===== src/rtl/axi_pkg.sv =====
// Shared AXI definitions: bus widths, response codes and burst encodings.
package axi_pkg;

   localparam int unsigned ID_W   = 8;
   localparam int unsigned ADDR_W = 32;
   localparam int unsigned DATA_W = 32;
   localparam int unsigned STRB_W = DATA_W / 8;

   localparam logic [1:0] RESP_OKAY   = 2'b00;
   localparam logic [1:0] RESP_SLVERR = 2'b10;

   localparam logic [1:0] BURST_FIXED = 2'b00;
   localparam logic [1:0] BURST_INCR  = 2'b01;
   localparam logic [1:0] BURST_WRAP  = 2'b10;

endpackage


===== src/rtl/axi_sram_slave.sv =====
// Single-outstanding AXI slave bridging INCR bursts onto a single-port SRAM macro
// with active-low strobes and one-cycle read latency.
module axi_sram_slave
   import axi_pkg::*;
#(
   parameter int unsigned SRAM_AW = 14
) (
   input  logic              ACLK,
   input  logic              ARESETn,
   input  logic [ID_W-1:0]   ARID,
   input  logic [ADDR_W-1:0] ARADDR,
   input  logic [3:0]        ARLEN,
   input  logic [2:0]        ARSIZE,
   input  logic [1:0]        ARBURST,
   input  logic              ARVALID,
   output logic              ARREADY,
   output logic [ID_W-1:0]   RID,
   output logic [DATA_W-1:0] RDATA,
   output logic [1:0]        RRESP,
   output logic              RLAST,
   output logic              RVALID,
   input  logic              RREADY,
   input  logic [ID_W-1:0]   AWID,
   input  logic [ADDR_W-1:0] AWADDR,
   input  logic [3:0]        AWLEN,
   input  logic [2:0]        AWSIZE,
   input  logic [1:0]        AWBURST,
   input  logic              AWVALID,
   output logic              AWREADY,
   input  logic [DATA_W-1:0] WDATA,
   input  logic [STRB_W-1:0] WSTRB,
   input  logic              WLAST,
   input  logic              WVALID,
   output logic              WREADY,
   output logic [ID_W-1:0]   BID,
   output logic [1:0]        BRESP,
   output logic              BVALID,
   input  logic              BREADY,
   output logic              CEB,
   output logic              WEB,
   output logic [DATA_W-1:0] BWEB,
   output logic [SRAM_AW-1:0] A,
   output logic [DATA_W-1:0] DI,
   input  logic [DATA_W-1:0] DO
);

   typedef enum logic [1:0] {IDLE, READ, WRITE, WRESP} state_t;

   state_t               state;
   logic                 last_wr;
   logic [3:0]           len;
   logic [SRAM_AW-1:0]   addr;
   logic [4:0]           cnt;
   logic [3:0]           load_cnt;
   logic                 pend;
   logic                 skid_v;
   logic [DATA_W-1:0]    skid;

   logic                 tie;
   logic                 ar_go;
   logic                 aw_go;
   logic                 consume;
   logic [1:0]           occ;
   logic                 rd_issue;
   logic                 wr_beat;
   logic                 wr_end;
   logic                 unused_in;

   // Burst type and size are ignored: every burst is a 32-bit INCR burst.
   assign unused_in = ^{ARADDR[ADDR_W-1:SRAM_AW+2], ARADDR[1:0], ARSIZE, ARBURST,
                        AWADDR[ADDR_W-1:SRAM_AW+2], AWADDR[1:0], AWSIZE, AWBURST};

   // Handshake arbitration and the SRAM strobes are combinational on the current beat.
   always_comb begin
      tie      = ARVALID && AWVALID;
      ARREADY  = (state == IDLE) && !(tie && !last_wr);
      AWREADY  = (state == IDLE) && !(tie && last_wr);
      ar_go    = ARVALID && ARREADY;
      aw_go    = AWVALID && AWREADY;
      consume  = RVALID && RREADY;
      // Words committed to the output path: holding reg, skid and one in flight.
      occ      = 2'(RVALID) + 2'(skid_v) + 2'(pend);
      rd_issue = (state == READ) && (cnt <= {1'b0, len}) && ((occ - 2'(consume)) < 2'd2);
      wr_beat  = (state == WRITE) && WVALID && WREADY;
      wr_end   = wr_beat && (WLAST || (cnt == {1'b0, len}));
      CEB      = !(rd_issue || wr_beat);
      WEB      = !wr_beat;
      A        = addr;
      DI       = WDATA;
      BWEB     = '1;
      if (wr_beat) begin
         for (int k = 0; k < int'(STRB_W); k++) begin
            BWEB[8*k +: 8] = {8{~WSTRB[k]}};
         end
      end
   end

   always_ff @(posedge ACLK or negedge ARESETn) begin
      if (!ARESETn) begin
         state    <= IDLE;
         last_wr  <= 1'b0;
         len      <= '0;
         addr     <= '0;
         cnt      <= '0;
         load_cnt <= '0;
         pend     <= 1'b0;
         skid_v   <= 1'b0;
         skid     <= '0;
         RID      <= '0;
         RDATA    <= '0;
         RRESP    <= RESP_OKAY;
         RLAST    <= 1'b0;
         RVALID   <= 1'b0;
         WREADY   <= 1'b0;
         BID      <= '0;
         BRESP    <= RESP_OKAY;
         BVALID   <= 1'b0;
      end else begin
         case (state)
            IDLE: begin
               cnt      <= '0;
               load_cnt <= '0;
               pend     <= 1'b0;
               skid_v   <= 1'b0;
               if (aw_go) begin
                  BID     <= AWID;
                  addr    <= AWADDR[SRAM_AW+1:2];
                  len     <= AWLEN;
                  last_wr <= 1'b1;
                  WREADY  <= 1'b1;
                  state   <= WRITE;
               end else if (ar_go) begin
                  RID     <= ARID;
                  addr    <= ARADDR[SRAM_AW+1:2];
                  len     <= ARLEN;
                  last_wr <= 1'b0;
                  state   <= READ;
               end
            end
            READ: begin
               pend <= rd_issue;
               if (rd_issue) begin
                  addr <= addr + SRAM_AW'(1);
                  cnt  <= cnt + 5'd1;
               end
               // The skid holds a word that lands while the output register is stalled.
               if (!RVALID || consume) begin
                  if (skid_v || pend) begin
                     RDATA    <= skid_v ? skid : DO;
                     RRESP    <= RESP_OKAY;
                     RVALID   <= 1'b1;
                     RLAST    <= (load_cnt == len);
                     load_cnt <= load_cnt + 4'd1;
                     skid_v   <= skid_v && pend;
                     if (skid_v && pend) begin
                        skid <= DO;
                     end
                  end else begin
                     RVALID <= 1'b0;
                  end
               end else if (pend) begin
                  skid   <= DO;
                  skid_v <= 1'b1;
               end
               if (consume && RLAST) begin
                  RVALID <= 1'b0;
                  RLAST  <= 1'b0;
                  pend   <= 1'b0;
                  skid_v <= 1'b0;
                  state  <= IDLE;
               end
            end
            WRITE: begin
               if (wr_beat) begin
                  addr <= addr + SRAM_AW'(1);
                  cnt  <= cnt + 5'd1;
               end
               if (wr_end) begin
                  BRESP  <= (WLAST && (cnt == {1'b0, len})) ? RESP_OKAY : RESP_SLVERR;
                  WREADY <= 1'b0;
                  BVALID <= 1'b1;
                  state  <= WRESP;
               end
            end
            WRESP: begin
               if (BREADY) begin
                  BVALID <= 1'b0;
                  state  <= IDLE;
               end
            end
            default: state <= IDLE;
         endcase
      end
   end

endmodule

===== config.mk =====
export PLATFORM = sky130hd
export DESIGN_NAME = axi_sram_slave
export DESIGN_NICKNAME = d
export VERILOG_FILES = /design/src/rtl/axi_pkg.sv /design/src/rtl/axi_sram_slave.sv
export SDC_FILE = /design/constraint.sdc
export NUM_CORES = 1
export LEC_CHECK = 0
export CELL_PAD_IN_SITES_DETAIL_PLACEMENT = 0
export CELL_PAD_IN_SITES_GLOBAL_PLACEMENT = 2
export CORE_ASPECT_RATIO = 0.7
export CORE_MARGIN = 5
export CORE_UTILIZATION = 23
export CTS_CLUSTER_SIZE = 16
export DETAILED_ROUTE_END_ITERATION = 10
export PLACE_DENSITY = 0.88
export SYNTH_ARGS = -nofsm -noshare
export SYNTH_HDL_FRONTEND = slang
export SYNTH_SLANG_ARGS = --single-unit

===== constraint.sdc =====
create_clock -name ACLK -period 3.8 [get_ports ACLK]
set_input_delay 1.14 -clock ACLK [delete_from_list [all_inputs] [get_ports ACLK]]
set_output_delay 1.14 -clock ACLK [all_outputs]
set_load 0.05 [all_outputs]

# After elaboration in Yosys (flattened, before gate mapping)
# Index checks and enable logic that the tools add are counted.
# op_classes
addsub,6
magnitude_cmp,2
n_eq_ne,18
n_mux,47
n_bitwise,5
reduce_logical,50
# op_table
op,n
two-way mux 32 bit,6
two-way mux 14 bit,4
one-hot mux 14 bit (3 select lines),1
AND reduction 3 bit,8
two-way mux 1 bit,17
logical AND 1 bit,16
two-way mux 4 bit,4
one-hot mux 5 bit (3 select lines),1
adder 14 x 1 -> 14 bit (second input constant),1
nonzero test 2 bit,7
two-way mux 2 bit,6
AND reduction 4 bit,3
two-way mux 5 bit,2
!= test 2 x 1 -> 1 bit (second input constant),5
!= test 2 bit (second input constant),5
!= test 4 x 2 -> 1 bit (second input constant),2
one-hot mux 1 bit (2 select lines),4
one-hot mux 2 bit (4 select lines),1
one-hot mux 4 bit (2 select lines),1
AND reduction 2 bit,4
logical NOT 1 bit,6
adder 5 x 1 -> 5 bit (second input constant),1
== test 5 x 4 -> 1 bit,1
less-or-equal comparator 5 x 4 -> 1 bit,1
other kinds (13),21
# word_totals
regBits,118
word_cells,145

# Depth between registers and ports, before layout
# Gate-level depths: netlist of run 1.
# depth
depth_word,8
depth_mapped,11

# Worst setup path before layout of run 1
# OpenSTA, ideal clock, no wires.
# synth_path
kind,in2out
startpoint,in RREADY
endpoint,out CEB
arrival_time_ns,3.062
t_required_ns,2.660
setup_slack_ns,-0.402
path_stages,8
n_path_buf,0
path_cell_list,and2_1 > ha_1 > inv_1 > ha_1 > a21oi_1 > xnor2_1 > a21oi_1 > a21oi_1
# synth_via
elab_chain_len,6
# synth_rtl
item,line,source
"start, declared",axi_sram_slave.sv:22,"input logic RREADY,"
logical AND 1 bit,axi_sram_slave.sv:80,consume = RVALID && RREADY;
subtractor 2 x 1 -> 2 bit,axi_sram_slave.sv:83,"rd_issue = (state == READ) && (cnt <= {1'b0, len}) && ((occ - 2'(consume)) < 2'd2);"
< comparator 2 bit,axi_sram_slave.sv:83,
logical AND 1 bit,axi_sram_slave.sv:83,
logical OR 1 bit,axi_sram_slave.sv:86,CEB = !(rd_issue || wr_beat);
logical NOT 1 bit,axi_sram_slave.sv:86,
"end, declared",axi_sram_slave.sv:39,"output logic CEB,"
# No other way between the ends.

# Worst setup path after layout of run 1
# Ends and elaborated chain as after synthesis.

==> impl_metrics.py, run 1 <==
metrics = {
    "die": {
        "row_count": 50,
        "start_util": 0.232,
        "die-area_um2": 30300,
        "core_um2": 26700,
        "die_w_um": 206,
        "io_pins": 312,
        "die_height_um": 147,
    },
    "timing": {
        "tightest_slew_ns": 0.924,
        "finalSetupViolCount": 0,
        "relSlewSlack": 0.384,
        "finClkSkew_ns": 0.00731,
        "drv_slew": 0,
        "rsz0062_at_grt": "true",
        "max_freq_mhz": 264,
        "period_share": 0.999,
        "whs_ns": 0.501,
        "fin_setup_tns_ns": 0,
        "finalHoldViolCount": 0,
        "period_minus_slack_ns": 3.79,
    },
    "yosys": {
        "yosysMostFrequentCell": "dfrtp_1",
        "synth-seq-cells": 117,
        "ys.flop_type": "dfrtp_1",
        "netlist_instances": 595,
        "yosys.area.top_type": "dfrtp_1",
        "yosysUniqueCellTypes": 50,
        "ys_seq_area_frac": 0.473,
        "yosys-top-cells-count": "dfrtp_1 (117), buf_4 (64), mux2_2 (54), nand2_1 (50), nor2_1 (50)",
        "syn-mean-instance-area_um2": 10.4,
        "synthArstFlopShare": 1.00,
        "synth_area_leaders": "dfrtp_1 (47%), mux2_2 (9.8%), mux2i_1 (7.9%)",
        "ys_warn_count": 0,
        "synth_edf_count": 0,
        "synth.cell_area_um2": 6190,
        "synth_top_area_frac": 0.473,
    },
    "clocking": {
        "cts_tree": "built",
        "numClockSinks": 117,
        "clk_path_buf_depth": 2,
        "clk_pin_slew_ns": 0.06,
        "root_buffer": "clkbuf_16",
        "cts_made_buffers": 17,
        "h-tree-depth": 4,
        "cts_hold_buf": 0,
        "clock_latency_ns": 0.42,
    },
    "setup_path": {
        "crit_path_start_kind": "input port",
        "cp.arrival_ns": 2.65,
        "end_kind": "output pin",
        "worstSetupPathType": "input port to output pin",
        "cp.required_ns": 2.66,
        "critPathMaxFanout": 2,
    },
    "job": {
        "drv_cap": 0,
    },
    "global_route": {
        "grt_util_all_layers": 0.111,
        "grt_max_degree": 118,
        "grt_pass1_wl_mm": 26.6,
        "grt-ovfl-total": 0,
        "antenna_found_initial": 0,
        "grt_pass1_vias": 4837,
    },
    "routing": {
        "drt_iter0_drc": 154,
        "drtAntennaViolNets": 0,
        "wl_per_cell_um": 15.1,
        "finalWirelength_mm": 17.0,
        "drc": 0,
        "dr.pass1.iters": 4,
        "vias": 4777,
        "via_per_inst": 4.25,
    },
    "cells_and_area": {
        "drive_above_1_share": 0.212,
        "syn_to_final_growth_pct": 43.3,
        "diodes": 0,
        "nNetsFinal": 936,
    },
    "power": {
        "p_leak_nw": 3.76,
        "p_per_area_nw_per_um2": 1020,
        "peakVddDrop_mv": 0.544,
    },
    "run_status": {
        "outcome": "complete, no violations",
    },
    "placed_design": {
        "hpwl_mm": 12.1,
        "place_congestion": 0.815,
        "port_buffers": 198,
    },
    "worst_hold_path": {
        "min_path_type": "flip-flop to flip-flop",
    },
}
==> critical path, stage by stage <==
cell and delay, ns:
buf_2 0.10, and2_4 0.16, ha_4 0.25, inv_2 0.04, ha_4 0.23, a21oi_4 0.14
xnor2_2 0.10, a21oi_2 0.21, a21oi_4 0.09, buf_12 0.17
==> repair_timing <==
action	4_1_cts	5_1_grt
buffers inserted	2	1
endpoints found under the setup margin	1	1
resized for setup	11	1
pin swaps	5	0
==> metal layers <==
| metal | track usage | vias to the layer above | part of all wire |
|---|---|---|---|
| li1 | - | 2313 | - |
| met1 | 0.151 | 2272 | 0.47 |
| met2 | 0.159 | 178 | 0.42 |
| met3 | 0.0483 | 14 | 0.096 |
| met4 | 0.0366 | 0 | 0.011 |
| met5 | 0 | - | 0 |
==> placed cells by master, fill, tap and decap left out, drive strengths merged, types with 9 or more instances in the layout <==
cell | synthesis | layout
clkbuf | 15 | 18
ha | 14 | 14
a21oi | 49 | 49
mux2 | 54 | 54
dfrtp | 117 | 117
nand2 | 50 | 50
o21ai | 13 | 13
buf | 73 | 60
nor2 | 51 | 51
clkdlybuf4s50 | 0 | 160
and3 | 9 | 9
inv | 15 | 15
mux2i | 49 | 49
nand3 | 19 | 19
==> where the power goes <==
group	leakage, nW	total, mW	internal [mW]	switching, mW
clock	0.284	1.70	1.09	0.608
combinational	2.09	5.01	1.96	3.04
sequential	1.39	2.31	1.86	0.455
total	3.76	9.02	4.91	4.11
==> state kept, by name, summed over array words and instances, names as in the netlist, 4 cells and up <==
name      count
len           4
RID           8
A            14
cnt           5
skid         32
RDATA        32
BID           8
load_cnt      4
==> area by class of cell <==
type	instances	area, µm²
Tap cell	364	455
Timing Repair Buffer	220	2110
Inverter	15	56.3
Clock buffer	18	429
Clock inverter	14	185
Multi-Input combinational cell	377	2700
Sequential cell	117	2930
Fill cell	2737	17800
==> logic make-up after synthesis <==
| family | Yosys count | synth area share |
|---|---|---|
| AO/OA/AOI/OAI | 92 | 0.0886 |
| XOR/XNOR | 7 | 0.00991 |
| adder cells (fa/ha/maj) | 14 | 0.0283 |
| buffers and inverters | 103 | 0.104 |
| flip-flops | 117 | 0.473 |
| multiplexers | 103 | 0.178 |
| other | 1 | 0.000606 |
| AND/OR/NAND/NOR | 158 | 0.118 |
==> through the flow <==
| stage | utilization | total power, mW | area (µm²) | setup WS (ns) | cells |
|---|---|---|---|---|---|
| 2_1_floorplan | - | 5.62 | 6210 | 0.000352 | 597 |
| 3_3_place_gp | 0.307 | 7.21 | 8190 | -0.553 | 1090 |
| 3_5_place_dp | 0.307 | 7.27 | 8190 | -0.535 | 1090 |
| 4_1_cts | 0.332 | 9.09 | 8850 | 0.00865 | 1124 |
| 5_1_grt | 0.333 | 9.59 | 8870 | -0.0713 | 1125 |
| 6_report | 0.333 | 9.02 | 8870 | 0.00568 | 1125 |
==> path summary, 6_finish.rpt <==
check / start / slack [ns] / end / cells past startpoint
hold / removal: BID[7] / 0.50 / BID[7] / 1
setup / recovery: RREADY / 0.006 / CEB / 10
max in group asynchronous: ARESETn / 2.50 / RDATA[12] / 2
setup reg to reg: RVALID / 1.09 / A[7] / 12
min in group asynchronous: ARESETn / 0.81 / A[0] / 2
hold reg to reg: BID[7] / 0.50 / BID[7] / 1
Note: power is estimated with default switching activity, not from simulation.
==> inputs of run 2 (changes only) <==
Settings changed: ABC_AREA set to 1, CORE_UTILIZATION 23 to 22, PLACE_DENSITY 0.88 to 0.89.
==> impl_metrics.py, run 2 <==
metrics = {
    "placed_design": {
        "hpwl_mm": 14.2,
        "dpl_worst_slack_ns": -0.383,
        "place_congestion": 0.758,
        "port_buffers": 198,
    },
    "timing": {
        "finClkSkew_ns": 0.0127,
        "whs_ns": 0.475,
        "finalSetupViolCount": 0,
        "period_minus_slack_ns": 3.72,
        "period_share": 0.978,
        "drv_slew": 0,
        "max_freq_mhz": 269,
        "setup_ws_ns": 0.0839,
        "finalHoldViolCount": 0,
        "fin_setup_tns_ns": 0,
        "relSlewSlack": 0.483,
        "tightest_slew_ns": 0.776,
    },
    "clocking": {
        "h-tree-depth": 4,
        "clock_latency_ns": 0.43,
        "cts_tree": "built",
        "root_buffer": "clkbuf_16",
        "cts_made_buffers": 17,
        "numClockSinks": 117,
        "clk_pin_slew_ns": 0.06,
        "clk_path_buf_depth": 2,
    },
    "setup_path": {
        "cp_slowest_cell": "ha_4",
        "reg2reg_depth": 6,
        "end_kind": "output pin",
        "reg2reg_to": "cnt[1]",
        "worstSetupPathType": "input port to output pin",
        "path_delay_family": "adder cells",
        "crit_buf_inv": 4,
        "endpoint": "CEB",
        "path_cells": "buf_2, nand2_2, inv_2, ha_4, inv_2, ha_4, a21oi_4, nand2_1, nand2_1, nor2_2, a21oi_2, buf_12",
        "path_depth": 12,
        "cpPeakStageDelay_ns": 0.26,
        "cp-startpoint": "RREADY",
        "r2r_start": "state[1]",
        "crit_path_start_kind": "input port",
        "rrSetupSlack_ns": 1.45,
        "critPathMaxFanout": 2,
        "cp.required_ns": 2.66,
        "cp.arrival_ns": 2.58,
    },
    "cells_and_area": {
        "nNetsFinal": 1164,
        "syn_to_final_growth_pct": 40.4,
        "final_cell_mix": "nand2_1 (244), clkdlybuf4s50_1 (160), o21ai_0 (125)",
        "utilization": 0.315,
        "drive_above_1_share": 0.113,
        "layout_commonest_cell": "nand2_1",
    },
    "worst_hold_path": {
        "hold_start": "BID[4]",
        "min_path_type": "flip-flop to flip-flop",
    },
    "yosys": {
        "ys_seq_area_frac": 0.450,
        "yosysMostFrequentCell": "nand2_1",
        "yosysUniqueCellTypes": 35,
        "synth-seq-cells": 117,
        "yosys.area.top_type": "dfrtp_1",
        "synth_area_leaders": "dfrtp_1 (45%), nand2_1 (14%), o21ai_0 (9.6%)",
        "synthArstFlopShare": 1.00,
        "synth.cell_area_um2": 6500,
        "syn-mean-instance-area_um2": 7.77,
        "synth_top_area_frac": 0.450,
        "synth_edf_count": 0,
        "ys.flop_type": "dfrtp_1",
        "netlist_instances": 837,
        "ys_warn_count": 0,
        "yosys-top-cells-count": "nand2_1 (246), o21ai_0 (125), dfrtp_1 (117), inv_1 (88), buf_4 (66)",
    },
    "die": {
        "die_height_um": 154,
        "die_w_um": 215,
        "io_pins": 312,
        "core_um2": 29000,
        "die-area_um2": 33100,
        "start_util": 0.224,
        "row_count": 52,
    },
    "global_route": {
        "grt_max_degree": 67,
        "grt_pass1_vias": 5586,
        "antenna_found_initial": 2,
        "grt_pass1_wl_mm": 31.2,
        "grt-ovfl-total": 0,
        "grt_util_all_layers": 0.118,
    },
    "job": {
        "drv_cap": 0,
    },
    "routing": {
        "drc": 0,
        "via_per_inst": 4.18,
        "vias": 5715,
        "drt_iter0_drc": 276,
        "finalWirelength_mm": 19.5,
        "dr.pass1.iters": 5,
        "drtAntennaViolNets": 0,
        "wl_per_cell_um": 14.3,
    },
    "power": {
        "peakVddDrop_mv": 0.493,
        "p_per_area_nw_per_um2": 953,
        "p_leak_nw": 4.32,
    },
    "run_status": {
        "outcome": "complete, no violations",
    },
}
run 2: cell count changes after synthesis, sizes merged, moves of 6 or more:
| cell | previous run | this run |
|---|---|---|
| mux2i | 49 | 0 |
| mux2 | 54 | 8 |
| o22ai | 0 | 7 |
| nand4 | 4 | 22 |
| nand3 | 19 | 28 |
| buf | 73 | 83 |
| and3 | 9 | 1 |
| a21oi | 49 | 13 |
| nand2b | 6 | 0 |
| nor2 | 51 | 39 |
| inv | 15 | 91 |
| o21ai | 13 | 132 |
| a211oi | 6 | 0 |
| nand2 | 50 | 247 |
run 2: how the worst min path moves through the flow:
stage / slack [ns] / cells after the start / endpoint
2_1_floorplan: 0.45 / 2 / skid[0]
3_3_place_gp: 0.46 / 2 / BID[0]
3_5_place_dp: 0.46 / 2 / BID[4]
4_1_cts: 0.48 / 2 / BID[0]
5_1_grt: 0.49 / 2 / skid[24]
6_report: 0.47 / 2 / BID[4]
run 2: what timing repair did:
action / in CTS / in global routing
resized for setup: 9 / 3
hold buffers: 0 / 0
pin swaps: 5 / 5
setup buffers: 1 / 0
endpoints found under the setup margin: 1 / 1
run 2: metrics by stage:
| stage | cells | cell area [µm²] | power, mW |
|---|---|---|---|
| finish | 1367 | 9130 | 8.70 |
| floorplan | 839 | 6520 | 5.39 |
| CTS | 1366 | 9100 | 8.78 |
| detailed placement | 1334 | 8430 | 6.89 |
| global placement | 1334 | 8430 | 6.84 |
| global route | 1366 | 9120 | 9.37 |
run 2: power breakdown:
group | internal [mW] | switching [mW]
combinational | 1.56 | 3.06
clock | 1.21 | 0.597
sequential | 1.84 | 0.431
total | 4.61 | 4.09
run 2: per-layer routing:
metal  share of wire  up-vias  GRT usage  wire length, µm
li1                -     2896          -                -
met1            0.51     2631      0.167             9900
met2            0.39      167      0.161             7680
met3           0.086       17     0.0550             1690
met4           0.011        4     0.0323              208
met5          0.0013        -          0               25
run 2: cell type report:
cell class	count	area [µm²]
fillers	3105	19900
flip-flops and latches	117	2930
multi-input cells	533	2630
repair buffers	216	2110
clock buffers	23	478
well taps	378	473
inverters	91	342
clock inverters	8	171
diodes	1	2.50
run 2: kinds of logic after synthesis:
logic type | share of synthesized area
AOI/OAI and AO/OA | 0.127
xor gates and xnor gates | 0.0108
adders and majority gates | 0.0269
buffers and inverters | 0.155
DFF | 0.450
muxes | 0.0139
other | 0.000577
and+or+nand+nor | 0.215
run 2: worst min-delay path, stage by stage (launching register included):
cell     delay, ns
dfrtp_1       0.34
nand2_1       0.05
nand2_1       0.05
